### config.mk
export PLATFORM = sky130hd
export DESIGN_NAME = axi_lm_dispatch_flat
export DESIGN_NICKNAME = d
export VERILOG_FILES = /design/src/rtl/axi_lm_dispatch_if.sv /design/src/rtl/axi_lm_dispatch.sv /design/src/flat_wrapper.sv
export SDC_FILE = /design/constraint.sdc
export NUM_CORES = 1
export LEC_CHECK = 0
export BUFFER_PORTS_ARGS = -buffer_cell sky130_fd_sc_hd__buf_2
export CORE_UTILIZATION = 28
export CTS_BUF_LIST = sky130_fd_sc_hd__clkbuf_4 sky130_fd_sc_hd__clkbuf_8 sky130_fd_sc_hd__clkbuf_16
export DETAILED_ROUTE_END_ITERATION = 6
export PLACE_DENSITY_LB_ADDON = 0.2
export SETUP_SLACK_MARGIN = 0.05
export SLEW_MARGIN = 20
export SYNTH_ARGS = -nofsm -noshare
export SYNTH_HDL_FRONTEND = slang
export SYNTH_SLANG_ARGS = --single-unit
### constraint.sdc
create_clock -name axi_aclk -period 4.18 [get_ports axi_aclk]
set_clock_uncertainty 0.15 [all_clocks]
set_input_delay 0.836 -clock axi_aclk [delete_from_list [all_inputs] [get_ports axi_aclk]]
set_output_delay 0.836 -clock axi_aclk [all_outputs]
set_load 0.02 [all_outputs]
### src/rtl/axi_lm_dispatch_if.sv
// axi_lm_dispatch_if: request, response and bk_lm backend signals of the
// local-master dispatcher. The slave modport is the dispatcher's own view.
// The master modport is the surrounding logic: request source, response sink
// and backend.
interface axi_lm_dispatch_if;
  logic        req_vld;
  logic        req_rdy;
  logic        req_typ;
  logic [14:0] req_addr;
  logic [31:0] req_wdata;
  logic [3:0]  req_wstrb;
  logic        rsp_vld;
  logic        rsp_rdy;
  logic        rsp_typ;
  logic [31:0] rsp_rdata;
  logic        rsp_err;
  logic        bk_lm_wstart;
  logic [31:0] bk_lm_waddr;
  logic [31:0] bk_lm_wdata;
  logic [3:0]  bk_lm_wstrb;
  logic        bk_lm_wdone;
  logic        bk_lm_rstart;
  logic [31:0] bk_lm_raddr;
  logic [31:0] bk_lm_rdata;
  logic        bk_lm_rdone;

  modport slave (
    input  req_vld, req_typ, req_addr, req_wdata, req_wstrb, rsp_rdy,
           bk_lm_wdone, bk_lm_rdata, bk_lm_rdone,
    output req_rdy, rsp_vld, rsp_typ, rsp_rdata, rsp_err,
           bk_lm_wstart, bk_lm_waddr, bk_lm_wdata, bk_lm_wstrb,
           bk_lm_rstart, bk_lm_raddr
  );

  modport master (
    output req_vld, req_typ, req_addr, req_wdata, req_wstrb, rsp_rdy,
           bk_lm_wdone, bk_lm_rdata, bk_lm_rdone,
    input  req_rdy, rsp_vld, rsp_typ, rsp_rdata, rsp_err,
           bk_lm_wstart, bk_lm_waddr, bk_lm_wdata, bk_lm_wstrb,
           bk_lm_rstart, bk_lm_raddr
  );
endinterface

### src/rtl/axi_lm_dispatch.sv
// axi_lm_dispatch: takes one decoded local-master request at a time, issues it
// on the bk_lm backend, waits for the matching done strobe and returns a
// single response upstream. Only one transaction is ever outstanding.
// Optional wait timeout: define AXI_LM_DISPATCH_TIMEOUT_EN.
module axi_lm_dispatch #(
  parameter logic [31:0] LM_ADDR_BASE = 32'h3000_0000,
  parameter logic [15:0] TIMEOUT_CYC  = 16'd1024,
  parameter logic [31:0] RD_ERR_DATA  = 32'hDEAD_BEEF
) (
  input  logic             axi_aclk,
  input  logic             axi_areset,
  axi_lm_dispatch_if.slave lm,
  output logic             busy
);

  typedef enum logic [2:0] {
    IDLE     = 3'd0,
    ISSUE_WR = 3'd1,
    WAIT_WR  = 3'd2,
    ISSUE_RD = 3'd3,
    WAIT_RD  = 3'd4,
    RESP     = 3'd5
  } state_t;

  state_t      state;
  logic        idle_q;
  logic        busy_q;
  logic        wstart_q;
  logic        rstart_q;
  logic [31:0] waddr_q;
  logic [31:0] raddr_q;
  logic [31:0] wdata_q;
  logic [3:0]  wstrb_q;
  logic        rsp_vld_q;
  logic        rsp_typ_q;
  logic [31:0] rsp_rdata_q;
  logic [31:0] req_addr_full;

  assign req_addr_full = LM_ADDR_BASE | {17'b0, lm.req_addr};

`ifdef AXI_LM_DISPATCH_TIMEOUT_EN
  logic [15:0] wait_cnt;
  logic        rsp_err_q;
  logic        timed_out;

  assign timed_out = (wait_cnt == (TIMEOUT_CYC - 16'd1));
`else
  logic unused_params;

  assign unused_params = ^{TIMEOUT_CYC, RD_ERR_DATA};
`endif

  // Transaction sequencer: every output is a register updated with the state.
  always_ff @(posedge axi_aclk or posedge axi_areset) begin
    if (axi_areset) begin
      state       <= IDLE;
      idle_q      <= 1'b1;
      busy_q      <= 1'b0;
      wstart_q    <= 1'b0;
      rstart_q    <= 1'b0;
      waddr_q     <= 32'd0;
      raddr_q     <= 32'd0;
      wdata_q     <= 32'd0;
      wstrb_q     <= 4'd0;
      rsp_vld_q   <= 1'b0;
      rsp_typ_q   <= 1'b0;
      rsp_rdata_q <= 32'd0;
`ifdef AXI_LM_DISPATCH_TIMEOUT_EN
      wait_cnt    <= 16'd0;
      rsp_err_q   <= 1'b0;
`endif
    end else begin
      wstart_q <= 1'b0;
      rstart_q <= 1'b0;
      case (state)
        IDLE: begin
          if (lm.req_vld) begin
            idle_q  <= 1'b0;
            busy_q  <= 1'b1;
            wdata_q <= lm.req_wdata;
            wstrb_q <= lm.req_wstrb;
`ifdef AXI_LM_DISPATCH_TIMEOUT_EN
            wait_cnt <= 16'd0;
`endif
            if (lm.req_typ) begin
              raddr_q  <= req_addr_full;
              rstart_q <= 1'b1;
              state    <= ISSUE_RD;
            end else begin
              waddr_q  <= req_addr_full;
              wstart_q <= 1'b1;
              state    <= ISSUE_WR;
            end
          end
        end
        ISSUE_WR, WAIT_WR: begin
          if (lm.bk_lm_wdone) begin
            rsp_vld_q   <= 1'b1;
            rsp_typ_q   <= 1'b0;
            rsp_rdata_q <= 32'd0;
            state       <= RESP;
          end else if (state == ISSUE_WR) begin
            state <= WAIT_WR;
`ifdef AXI_LM_DISPATCH_TIMEOUT_EN
          end else if (timed_out) begin
            rsp_vld_q   <= 1'b1;
            rsp_typ_q   <= 1'b0;
            rsp_rdata_q <= 32'd0;
            rsp_err_q   <= 1'b1;
            state       <= RESP;
          end else begin
            wait_cnt <= wait_cnt + 16'd1;
`endif
          end
        end
        ISSUE_RD, WAIT_RD: begin
          if (lm.bk_lm_rdone) begin
            rsp_vld_q   <= 1'b1;
            rsp_typ_q   <= 1'b1;
            rsp_rdata_q <= lm.bk_lm_rdata;
            state       <= RESP;
          end else if (state == ISSUE_RD) begin
            state <= WAIT_RD;
`ifdef AXI_LM_DISPATCH_TIMEOUT_EN
          end else if (timed_out) begin
            rsp_vld_q   <= 1'b1;
            rsp_typ_q   <= 1'b1;
            rsp_rdata_q <= RD_ERR_DATA;
            rsp_err_q   <= 1'b1;
            state       <= RESP;
          end else begin
            wait_cnt <= wait_cnt + 16'd1;
`endif
          end
        end
        RESP: begin
          if (lm.rsp_rdy) begin
            state       <= IDLE;
            idle_q      <= 1'b1;
            busy_q      <= 1'b0;
            waddr_q     <= 32'd0;
            raddr_q     <= 32'd0;
            wdata_q     <= 32'd0;
            wstrb_q     <= 4'd0;
            rsp_vld_q   <= 1'b0;
            rsp_typ_q   <= 1'b0;
            rsp_rdata_q <= 32'd0;
`ifdef AXI_LM_DISPATCH_TIMEOUT_EN
            rsp_err_q   <= 1'b0;
`endif
          end
        end
        default: begin
          state <= IDLE;
        end
      endcase
    end
  end

  // req_rdy is forced low while reset is held, and goes high the moment it releases.
  assign lm.req_rdy      = idle_q & ~axi_areset;
  assign lm.rsp_vld      = rsp_vld_q;
  assign lm.rsp_typ      = rsp_typ_q;
  assign lm.rsp_rdata    = rsp_rdata_q;
  assign lm.bk_lm_wstart = wstart_q;
  assign lm.bk_lm_waddr  = waddr_q;
  assign lm.bk_lm_wdata  = wdata_q;
  assign lm.bk_lm_wstrb  = wstrb_q;
  assign lm.bk_lm_rstart = rstart_q;
  assign lm.bk_lm_raddr  = raddr_q;
  assign busy            = busy_q;
`ifdef AXI_LM_DISPATCH_TIMEOUT_EN
  assign lm.rsp_err      = rsp_err_q;
`else
  assign lm.rsp_err      = 1'b0;
`endif

endmodule

### src/flat_wrapper.sv
// flat-port wrapper written by rule: the top's interface ports become plain ports
module axi_lm_dispatch_flat 
#(
  parameter logic [31:0] LM_ADDR_BASE = 32'h3000_0000,
  parameter logic [15:0] TIMEOUT_CYC  = 16'd1024,
  parameter logic [31:0] RD_ERR_DATA  = 32'hDEAD_BEEF
)
  (axi_aclk, axi_areset, busy, lm_req_vld, lm_req_typ, lm_req_addr, lm_req_wdata, lm_req_wstrb, lm_rsp_rdy, lm_bk_lm_wdone, lm_bk_lm_rdata, lm_bk_lm_rdone, lm_req_rdy, lm_rsp_vld, lm_rsp_typ, lm_rsp_rdata, lm_rsp_err, lm_bk_lm_wstart, lm_bk_lm_waddr, lm_bk_lm_wdata, lm_bk_lm_wstrb, lm_bk_lm_rstart, lm_bk_lm_raddr);
  axi_lm_dispatch_if lm_i ();
  input  logic axi_aclk;
  input  logic axi_areset;
  output logic busy;
  input wire logic [$bits(lm_i.req_vld)-1:0] lm_req_vld;
  input wire logic [$bits(lm_i.req_typ)-1:0] lm_req_typ;
  input wire logic [$bits(lm_i.req_addr)-1:0] lm_req_addr;
  input wire logic [$bits(lm_i.req_wdata)-1:0] lm_req_wdata;
  input wire logic [$bits(lm_i.req_wstrb)-1:0] lm_req_wstrb;
  input wire logic [$bits(lm_i.rsp_rdy)-1:0] lm_rsp_rdy;
  input wire logic [$bits(lm_i.bk_lm_wdone)-1:0] lm_bk_lm_wdone;
  input wire logic [$bits(lm_i.bk_lm_rdata)-1:0] lm_bk_lm_rdata;
  input wire logic [$bits(lm_i.bk_lm_rdone)-1:0] lm_bk_lm_rdone;
  output wire logic [$bits(lm_i.req_rdy)-1:0] lm_req_rdy;
  output wire logic [$bits(lm_i.rsp_vld)-1:0] lm_rsp_vld;
  output wire logic [$bits(lm_i.rsp_typ)-1:0] lm_rsp_typ;
  output wire logic [$bits(lm_i.rsp_rdata)-1:0] lm_rsp_rdata;
  output wire logic [$bits(lm_i.rsp_err)-1:0] lm_rsp_err;
  output wire logic [$bits(lm_i.bk_lm_wstart)-1:0] lm_bk_lm_wstart;
  output wire logic [$bits(lm_i.bk_lm_waddr)-1:0] lm_bk_lm_waddr;
  output wire logic [$bits(lm_i.bk_lm_wdata)-1:0] lm_bk_lm_wdata;
  output wire logic [$bits(lm_i.bk_lm_wstrb)-1:0] lm_bk_lm_wstrb;
  output wire logic [$bits(lm_i.bk_lm_rstart)-1:0] lm_bk_lm_rstart;
  output wire logic [$bits(lm_i.bk_lm_raddr)-1:0] lm_bk_lm_raddr;
  assign lm_i.req_vld = lm_req_vld;
  assign lm_i.req_typ = lm_req_typ;
  assign lm_i.req_addr = lm_req_addr;
  assign lm_i.req_wdata = lm_req_wdata;
  assign lm_i.req_wstrb = lm_req_wstrb;
  assign lm_i.rsp_rdy = lm_rsp_rdy;
  assign lm_i.bk_lm_wdone = lm_bk_lm_wdone;
  assign lm_i.bk_lm_rdata = lm_bk_lm_rdata;
  assign lm_i.bk_lm_rdone = lm_bk_lm_rdone;
  assign lm_req_rdy = lm_i.req_rdy;
  assign lm_rsp_vld = lm_i.rsp_vld;
  assign lm_rsp_typ = lm_i.rsp_typ;
  assign lm_rsp_rdata = lm_i.rsp_rdata;
  assign lm_rsp_err = lm_i.rsp_err;
  assign lm_bk_lm_wstart = lm_i.bk_lm_wstart;
  assign lm_bk_lm_waddr = lm_i.bk_lm_waddr;
  assign lm_bk_lm_wdata = lm_i.bk_lm_wdata;
  assign lm_bk_lm_wstrb = lm_i.bk_lm_wstrb;
  assign lm_bk_lm_rstart = lm_i.bk_lm_rstart;
  assign lm_bk_lm_raddr = lm_i.bk_lm_raddr;
  axi_lm_dispatch #(.LM_ADDR_BASE(LM_ADDR_BASE), .TIMEOUT_CYC(TIMEOUT_CYC), .RD_ERR_DATA(RD_ERR_DATA)) u_core (.axi_aclk(axi_aclk), .axi_areset(axi_areset), .lm(lm_i), .busy(busy));
endmodule
==> flow_summary.toml, run 1 <==
[layout]
n_antenna_cell = 0
drive_gt1_share_pct = 48.5
multi_input_area_sq_mm = 0.00183
nNetsFinal = 635
syn2layout_area_growth_pct = 27.4
regArea_sq_mm = 0.00273
nFillCells = 1668

[clocking]
hold_buffers = 0
insertion_delay_ns = 0.35
tritoncts = "done"
path_clk_slew_ns = 0.07
cts.sinks = 109
ctsResizeCount = 0
cts_root_buffer = "clkbuf_16"
cts_made_buffers = 9
cts_max_level = 3
post-cts-setup-buffers = 0
cts_buffer_depth = 2

[timing]
period_share_pct = 62.0
hold_violations = 0
setup_viol = 0
finalCriticalPeriod_ns = 2.59
slew-limit-headroom_pct = 33.3
tightest_slew_ns = 0.998
whs_ns = 0.329
fmax_ghz = 0.386
rsz0062_at_grt = "no"
maxSlewViolCount = 0
setup_slack_ns = 1.59
tns_ns = 0

[logic_synthesis]
asyncSetResetFlopFracSynth_pct = 100
yosys-top-cells-area = "dfrtp_1, mux2_4, a22o_1"
ys_ff_latch = 109
synth_commonest_cells = "dfrtp_1, a22o_1, buf_4"
synth_flop_cell = "dfrtp_1"
seq_area_frac_synth_pct = 55.8
yosysTopAreaCellShare_pct = 55.3
yosysWarnings = 0
synth_cells = 362
synth_cell_types = 43
synth.avg_cell_area_sq_um = 13.5
syn_area_sq_mm = 0.00489
synth_edf_count = 0
synth_area_leader_cell = "dfrtp_1"
synth.most_common_cell = "dfrtp_1"

[critical_path]
critPathKind = "flop to flop"
reg2reg_slack_ns = 1.59
critPathMaxFanout = 21
required_ns = 4.26
startpoint_type = "flop"
crit_path_end_kind = "flop"
arrival_ns = 2.67

[detailed_routing]
dr.pass1.iters = 4
routed_wl_mm = 11.7
num_vias = 3477
drt_iter0_drc = 131
drcViolationCount = 0
post_drt_wl_per_cell_um = 15.2
avgViaCountPerCell = 4.52
antenna_left = 0

[power]
power_density_mw_per_mm2 = 848
ir_worst_vdd_uv = 389
p_leak_uw = 0.00333
p_total_uw = 5280

[floorplanning]
die_h_um = 134
start_util_pct = 29.1
core-area_sq_mm = 0.0168
ioPinCount = 229
rows = 47
die_area_sq_mm = 0.0180
die_x_um = 134

[job]
cap_violations = 0

[global_routing]
grt_overflow = 0
grt_usage_pct = 13.1
grt_pass1_wl_mm = 18.5
antenna_found_initial = 0
grt_pass1_vias = 3507
grt_max_degree = 43

[hold_path]
worstHoldPathType = "flop to flop"

[place]
dp_hpwl_mm = 8.16
pre_cts_ws_ns = 1.44
gp_congestion = 0.758
portBuffers = 197

[outcome]
status = "finished, final reports clean"
[worst max-delay path, stage by stage, from the launching register on]
cell and delay, ns:
dfrtp_1 0.86, o22ai_2 0.21, o22ai_4 0.62, buf_12 0.28, mux2_2 0.35
[routing by layer]
layer / up-vias / track usage, % / share of wire, %
met5: - / 0 / 0
met3: 12 / 3.36 / 7.0
met2: 145 / 20.9 / 46
li1: 1608 / - / -
met4: 0 / 5.24 / 1.4
met1: 1712 / 17.0 / 46
[state kept, by name, indices dropped and copies added (netlist names), 3 cells and up]
name,count
u_core.lm.bk_lm_waddr,16
u_core.lm.bk_lm_wstrb,4
u_core.lm.bk_lm_raddr,16
u_core.state,3
u_core.lm.rsp_rdata,32
u_core.lm.bk_lm_wdata,32
[path summary, 6_finish.rpt]
kind / end / from / cells after the start
setup / recovery: u_core.lm.rsp_rdata[0]$_DFFE_PP0P_ / u_core.state[1]$_DFFE_PP0P_ / 4
hold / removal: u_core.busy$_DFFE_PP0P_ / u_core.busy$_DFFE_PP0P_ / 1
setup reg to reg: u_core.lm.rsp_rdata[0]$_DFFE_PP0P_ / u_core.state[1]$_DFFE_PP0P_ / 4
hold reg to reg: u_core.busy$_DFFE_PP0P_ / u_core.busy$_DFFE_PP0P_ / 1
max in group asynchronous: u_core.lm.rsp_rdata[0]$_DFFE_PP0P_ / axi_areset / 3
min in group asynchronous: u_core.lm.bk_lm_wdata[31]$_DFFE_PP0P_ / axi_areset / 2
[power breakdown]
part           switching, uW  internal [uW]
sequential               319           1510
combinational           1430           1060
clock                    388            584
[through the flow]
| stage | utilization (%) | cells | cell area (sq um) |
|---|---|---|---|
| after global routing | 37.0 | 769 | 6230 |
| final | 37.0 | 769 | 6230 |
| after detailed placement | 35.0 | 754 | 5890 |
| after CTS | 37.0 | 769 | 6230 |
| after global placement | 35.0 | 754 | 5890 |
| after floorplan | - | 392 | 5000 |
[layout make-up]
cell class	count	area share, %
Timing Repair Buffer	203	16.7
Clock buffer	9	3.61
Sequential cell	109	43.8
Clock inverter	6	1.79
Multi-Input combinational cell	217	29.3
Tap cell	220	4.42
Inverter	5	0.341
[layout by cell type (no fill, tap or decap), drive strengths merged, types with 3 or more instances in the layout]
master	netlist	final
a21oi	7	7
a22o	37	37
a32o	30	30
buf	52	203
bufinv	0	3
clkbuf	9	9
conb	1	31
dfrtp	108	108
inv	5	6
mux2	33	33
nand2	7	7
nand2b	3	3
nor2	9	9
nor2b	34	34
nor3	3	3
o21ai	3	3
o22ai	3	3
[logic make-up after synthesis]
| logic type | share of synthesized area, % |
|---|---|
| compound gates | 16.8 |
| mux | 9.83 |
| simple gates | 8.09 |
| other cells | 0.0767 |
| buf+inv | 9.37 |
| flops | 55.8 |
No activity file was read; power rests on OpenSTA's default activity.
==> run 2: changes to the inputs <==
==> constraint.sdc (replaced) <==
create_clock -name axi_aclk -period 2.45 [get_ports axi_aclk]
set_clock_uncertainty 0.15 [all_clocks]
set_input_delay 0.49 -clock axi_aclk [delete_from_list [all_inputs] [get_ports axi_aclk]]
set_output_delay 0.49 -clock axi_aclk [all_outputs]
set_load 0.02 [all_outputs]
==> run 2 against run 1 <==
Against the previous run:
- non-clock buffer count is 4 higher
- design area is 0.42% higher
- worst setup slack worse by 1.3 ns
- die area stayed put
- final cell count is 0.78% higher
- critical path depth is 1 lower
- sequential share of layout area is 0.18 points lower
- maximum frequency is 18% higher
- via count is 0.86% higher
- largest cell class unchanged
==> flow_summary.toml, run 2 (synthesized netlist as in run 1, its figures left out) <==
[clocking]
insertion_delay_ns = 0.35
cts_buffer_depth = 2
tritoncts = "done"
cts_max_level = 3
post-cts-setup-buffers = 0
ctsResizeCount = 0
cts_made_buffers = 9
path_clk_slew_ns = 0.07
cts_root_buffer = "clkbuf_16"
cts.sinks = 109
hold_buffers = 0

[layout]
final_common_cell = "buf_2"
nNetsFinal = 639
final_cell_mix = "buf_2, dfrtp_1, a22o_1, nor2b_1, conb_1"
drive_gt1_share_pct = 48.9
syn2layout_area_growth_pct = 28.0
stdcell_count = 775

[timing]
maxSlewViolCount = 0
setup_viol = 0
slew-limit-headroom_pct = 30.7
period_share_pct = 89.6
tightest_slew_ns = 1.04
whs_ns = 0.158
tns_ns = 0
finalCriticalPeriod_ns = 2.20
hold_violations = 0
fmax_ghz = 0.455
rsz0062_at_grt = "no"

[floorplanning]
die_h_um = 134
die_x_um = 134
core-area_sq_mm = 0.0168
rows = 47
die_area_sq_mm = 0.0180
start_util_pct = 29.1
ioPinCount = 229

[critical_path]
required_ns = 2.58
critPathMaxStageDelay_ns = 0.81
r2r-start = "u_core.state[2]$_DFFE_PP0P_"
cp_num_buf_inv = 0
critPathKind = "flop to flop"
slowest_stage = "o21bai_4"
crit_path_end_kind = "flop"
startpoint = "u_core.state[2]$_DFFE_PP0P_"
arrival_ns = 2.33
critPathMaxFanout = 38
startpoint_type = "flop"
cp_cell_sequence = "and3_1 > o21bai_4 > a22o_1"
cp_top_family = "compound AO/OA/AOI/OAI gates"

[detailed_routing]
routed_wl_mm = 12.1
drcViolationCount = 0
antenna_left = 0
dr.pass1.iters = 4
post_drt_wl_per_cell_um = 15.6
drt_iter0_drc = 125
num_vias = 3507
avgViaCountPerCell = 4.53

[outcome]
status = "finished, final reports clean"

[power]
intPower_uw = 5260
comb_power_share_pct = 48.5
p_leak_uw = 0.00335
p_total_uw = 8950
p_clk_share_pct = 17.0
p_switching_uw = 3700
power_density_mw_per_mm2 = 1430
sw_frac_of_total_pct = 41.3
ir_worst_vdd_uv = 733
p_seq_share_pct = 34.5

[place]
dp_hpwl_mm = 8.01
portBuffers = 197
gp_congestion = 0.743
place_inst = 758

[job]
cap_violations = 0

[global_routing]
antenna_found_initial = 2
grt_pass1_vias = 3534
grt_max_degree = 110
grt_overflow = 0
grt_usage_pct = 13.4
grt_pass1_wl_mm = 18.8

[hold_path]
worstHoldPathType = "input pin to asynchronous set/reset pin"
-- run 2: cell types whose count changed in the layout (fill, tap and decap cells not counted) --
cell       before  now
buf_12          1    2
bufinv_16       3    1
o21bai_4        0    1
diode_2         0    1
clkinv_4        0    3
inv_4           1    0
o21bai_2        1    0
clkbuf_8        0    1
buf_4           5    8
-- run 2: routing by layer --
metal / global-route usage [%] / share of wire [%]
met4: 4.00 / 0.91
met1: 16.7 / 44
met2: 21.6 / 46
met3: 5.18 / 9.1
met5: 0 / 0
-- run 2: power groups by stage --
stage	clock network (uW)	logic, uW	registers [uW]
floorplan	0	2420	3910
global placement	0	4370	3080
detailed placement	0	4420	3100
CTS	1610	4430	3080
global route	1660	4690	3180
finish	1520	4350	3090
-- run 2: layout make-up --
| type | count | area [sq um] |
|---|---|---|
| well taps | 220 | 275 |
| repair buffers | 207 | 1090 |
| fillers | 1682 | 10600 |
| clock inverters | 6 | 70.1 |
| clock buffers | 10 | 239 |
| diodes | 1 | 2.50 |
| inverters | 5 | 22.5 |
| multi-input cells | 217 | 1830 |
| flip-flops and latches | 109 | 2730 |
-- run 2: path summary, 6_finish.rpt --
| kind | endpoint | slack (ns) | cells after the start |
|---|---|---|---|
| setup / recovery | u_core.lm.bk_lm_wdata[16]$_DFFE_PP0P_ | 0.25 | 3 |
| hold / removal | u_core.lm.bk_lm_wdata[29]$_DFFE_PP0P_ | 0.16 | 3 |
| setup reg to reg | u_core.lm.bk_lm_wdata[16]$_DFFE_PP0P_ | 0.25 | 3 |
| hold reg to reg | u_core.idle_q$_DFFE_PP1P_ | 0.33 | 2 |
| max in group asynchronous | u_core.lm.bk_lm_raddr[14]$_DFFE_PP0P_ | 1.54 | 3 |
| min in group axi_aclk | u_core.lm.bk_lm_wdata[27]$_DFFE_PP0P_ | 0.21 | 2 |
-- run 2: metrics by stage --
step	instance area (sq um)	setup WS, ns	utilization [%]
6_report	6260	0.254	37.2
3_5_place_dp	5950	0.236	35.4
5_1_grt	6250	0.107	37.2
3_3_place_gp	5950	0.315	35.4
4_1_cts	6250	0.215	37.2
2_1_floorplan	5010	0.495	-
-- run 2: tightest hold or removal path: cells and delay by family --
family                 cells  cell delay [ns]
buffers and inverters      3             0.63
==> run 3: changes to the inputs <==
--- a/config.mk
+++ b/config.mk
@@ -6,7 +6,7 @@
 export NUM_CORES = 1
 export LEC_CHECK = 0
 export BUFFER_PORTS_ARGS = -buffer_cell sky130_fd_sc_hd__buf_2
-export CORE_UTILIZATION = 28
+export CORE_UTILIZATION = 30
 export CTS_BUF_LIST = sky130_fd_sc_hd__clkbuf_4 sky130_fd_sc_hd__clkbuf_8 sky130_fd_sc_hd__clkbuf_16
 export DETAILED_ROUTE_END_ITERATION = 6
 export PLACE_DENSITY_LB_ADDON = 0.2
==> constraint.sdc (replaced) <==
create_clock -name axi_aclk -period 2.6 [get_ports axi_aclk]
set_clock_uncertainty 0.15 [all_clocks]
set_input_delay 0.52 -clock axi_aclk [delete_from_list [all_inputs] [get_ports axi_aclk]]
set_output_delay 0.52 -clock axi_aclk [all_outputs]
set_load 0.02 [all_outputs]
==> run 3 against run 2 <==
Against the previous run:
- combinational power decreased by 6.4%
- first-iteration DRC count is 12% lower
- sequential share of layout area rose by 0.070 points
- critical path depth increased by 2
- die area fell by 6.6%
- power shrank 6.6%
- flip-flop and latch count stayed put
- critical path type unchanged
- largest power group unchanged
==> flow_summary.toml, run 3 (synthesized netlist as in run 1, its figures left out) <==
[timing]
period_share_pct = 85.0
hold_violations = 0
setup_viol = 0
fmax_ghz = 0.452
finalCriticalPeriod_ns = 2.21
maxSlewViolCount = 0
rsz0062_at_grt = "no"
tns_ns = 0
tightest_slew_ns = 0.670
slew-limit-headroom_pct = 55.3

[global_routing]
grt_max_degree = 73
grt_overflow = 0
antenna_found_initial = 0
grt_usage_pct = 13.7
grt_pass1_vias = 3407
grt_pass1_wl_mm = 17.5

[floorplanning]
die_x_um = 130
start_util_pct = 30.8
die_area_sq_mm = 0.0168
ioPinCount = 229
rows = 46
core-area_sq_mm = 0.0159
die_h_um = 130

[detailed_routing]
drcViolationCount = 0
dr.pass1.iters = 4
avgViaCountPerCell = 4.52
drt_iter0_drc = 110
post_drt_wl_per_cell_um = 15.0
num_vias = 3491
antenna_left = 0
routed_wl_mm = 11.6

[layout]
nFillCells = 1584
nNetsFinal = 641
syn2layout_area_growth_pct = 27.8
drive_gt1_share_pct = 49.1
n_antenna_cell = 0
regArea_sq_mm = 0.00273
multi_input_area_sq_mm = 0.00183
final_cell_mix = "buf_2, dfrtp_1, a22o_1, nor2b_1, conb_1"
final_common_cell = "buf_2"

[power]
power_density_mw_per_mm2 = 1340
p_leak_uw = 0.00335
p_total_uw = 8370
ir_worst_vdd_uv = 523

[critical_path]
arrival_ns = 2.29
r2r-end = "u_core.lm.rsp_rdata[0]$_DFFE_PP0P_"
required_ns = 2.68
reg2reg_slack_ns = 0.39
r2r-start = "u_core.state[2]$_DFFE_PP0P_"
crit_path_end_kind = "flop"
critPathMaxFanout = 21
critPathKind = "flop to flop"
ff2ff_path_depth = 5
startpoint_type = "flop"

[clocking]
cts_buffer_depth = 2
hold_buffers = 0
cts.sinks = 109
insertion_delay_ns = 0.34
tritoncts = "done"
ctsResizeCount = 0
cts_made_buffers = 9
cts_root_buffer = "clkbuf_16"
post-cts-setup-buffers = 0
cts_max_level = 3
path_clk_slew_ns = 0.07

[outcome]
status = "finished, final reports clean"

[place]
dp_hpwl_mm = 8.17
gp_congestion = 0.728
portBuffers = 197

[job]
cap_violations = 0

[hold_path]
worstHoldPathType = "input pin to asynchronous set/reset pin"
-- run 3: how the worst max path moves through the flow --
stage / start / endpoint / slack, ns / cells past startpoint
5_1_grt: u_core.state[2]$_DFFE_PP0P_ / u_core.lm.rsp_rdata[0]$_DFFE_PP0P_ / 0.29 / 5
6_report: u_core.state[2]$_DFFE_PP0P_ / u_core.lm.rsp_rdata[0]$_DFFE_PP0P_ / 0.39 / 5
3_3_place_gp: u_core.state[2]$_DFFE_PP0P_ / u_core.lm.rsp_rdata[0]$_DFFE_PP0P_ / 0.44 / 5
4_1_cts: u_core.state[2]$_DFFE_PP0P_ / u_core.lm.rsp_rdata[0]$_DFFE_PP0P_ / 0.38 / 5
3_5_place_dp: u_core.state[2]$_DFFE_PP0P_ / u_core.lm.rsp_rdata[0]$_DFFE_PP0P_ / 0.40 / 5
2_1_floorplan: axi_areset / u_core.busy$_DFFE_PP0P_ / 0.62 / 1
-- run 3: where the power goes --
group,total (uW),switching [uW],internal [uW]
sequential,2910,476,2430
clock,1390,623,766
combinational,4070,2330,1740
total,8370,3430,4940
-- run 3: cell type report --
type | count | share of cell area, %
flip-flops and latches | 109 | 43.7
multi-input cells | 217 | 29.2
repair buffers | 209 | 17.6
well taps | 216 | 4.33
clock buffers | 10 | 3.73
clock inverters | 6 | 1.06
inverters | 5 | 0.361
-- run 3: worst max-delay path, cell delays in order, from the launching register on --
cell and delay [ns]:
dfrtp_1 0.71, nand2b_1 0.25, a21oi_4 0.08, o22ai_4 0.14, buf_4 0.37, mux2_2 0.38
-- run 3: metal layers --
layer | part of all wire [%] | GRT usage [%]
met3 | 8.7 | 5.20
met4 | 1.0 | 4.51
met2 | 46 | 21.8
met5 | 0 | 0
met1 | 44 | 16.9
-- run 3: stage by stage --
stage	hold WS, ns	setup WS (ns)	utilization, %	cells	area [sq um]
2_1_floorplan	0.303	0.615	-	392	5010
3_3_place_gp	0.307	0.442	37.4	756	5950
3_5_place_dp	0.322	0.397	37.4	756	5950
4_1_cts	0.151	0.378	39.3	772	6250
5_1_grt	0.161	0.288	39.3	772	6250
6_report	0.130	0.389	39.3	772	6250
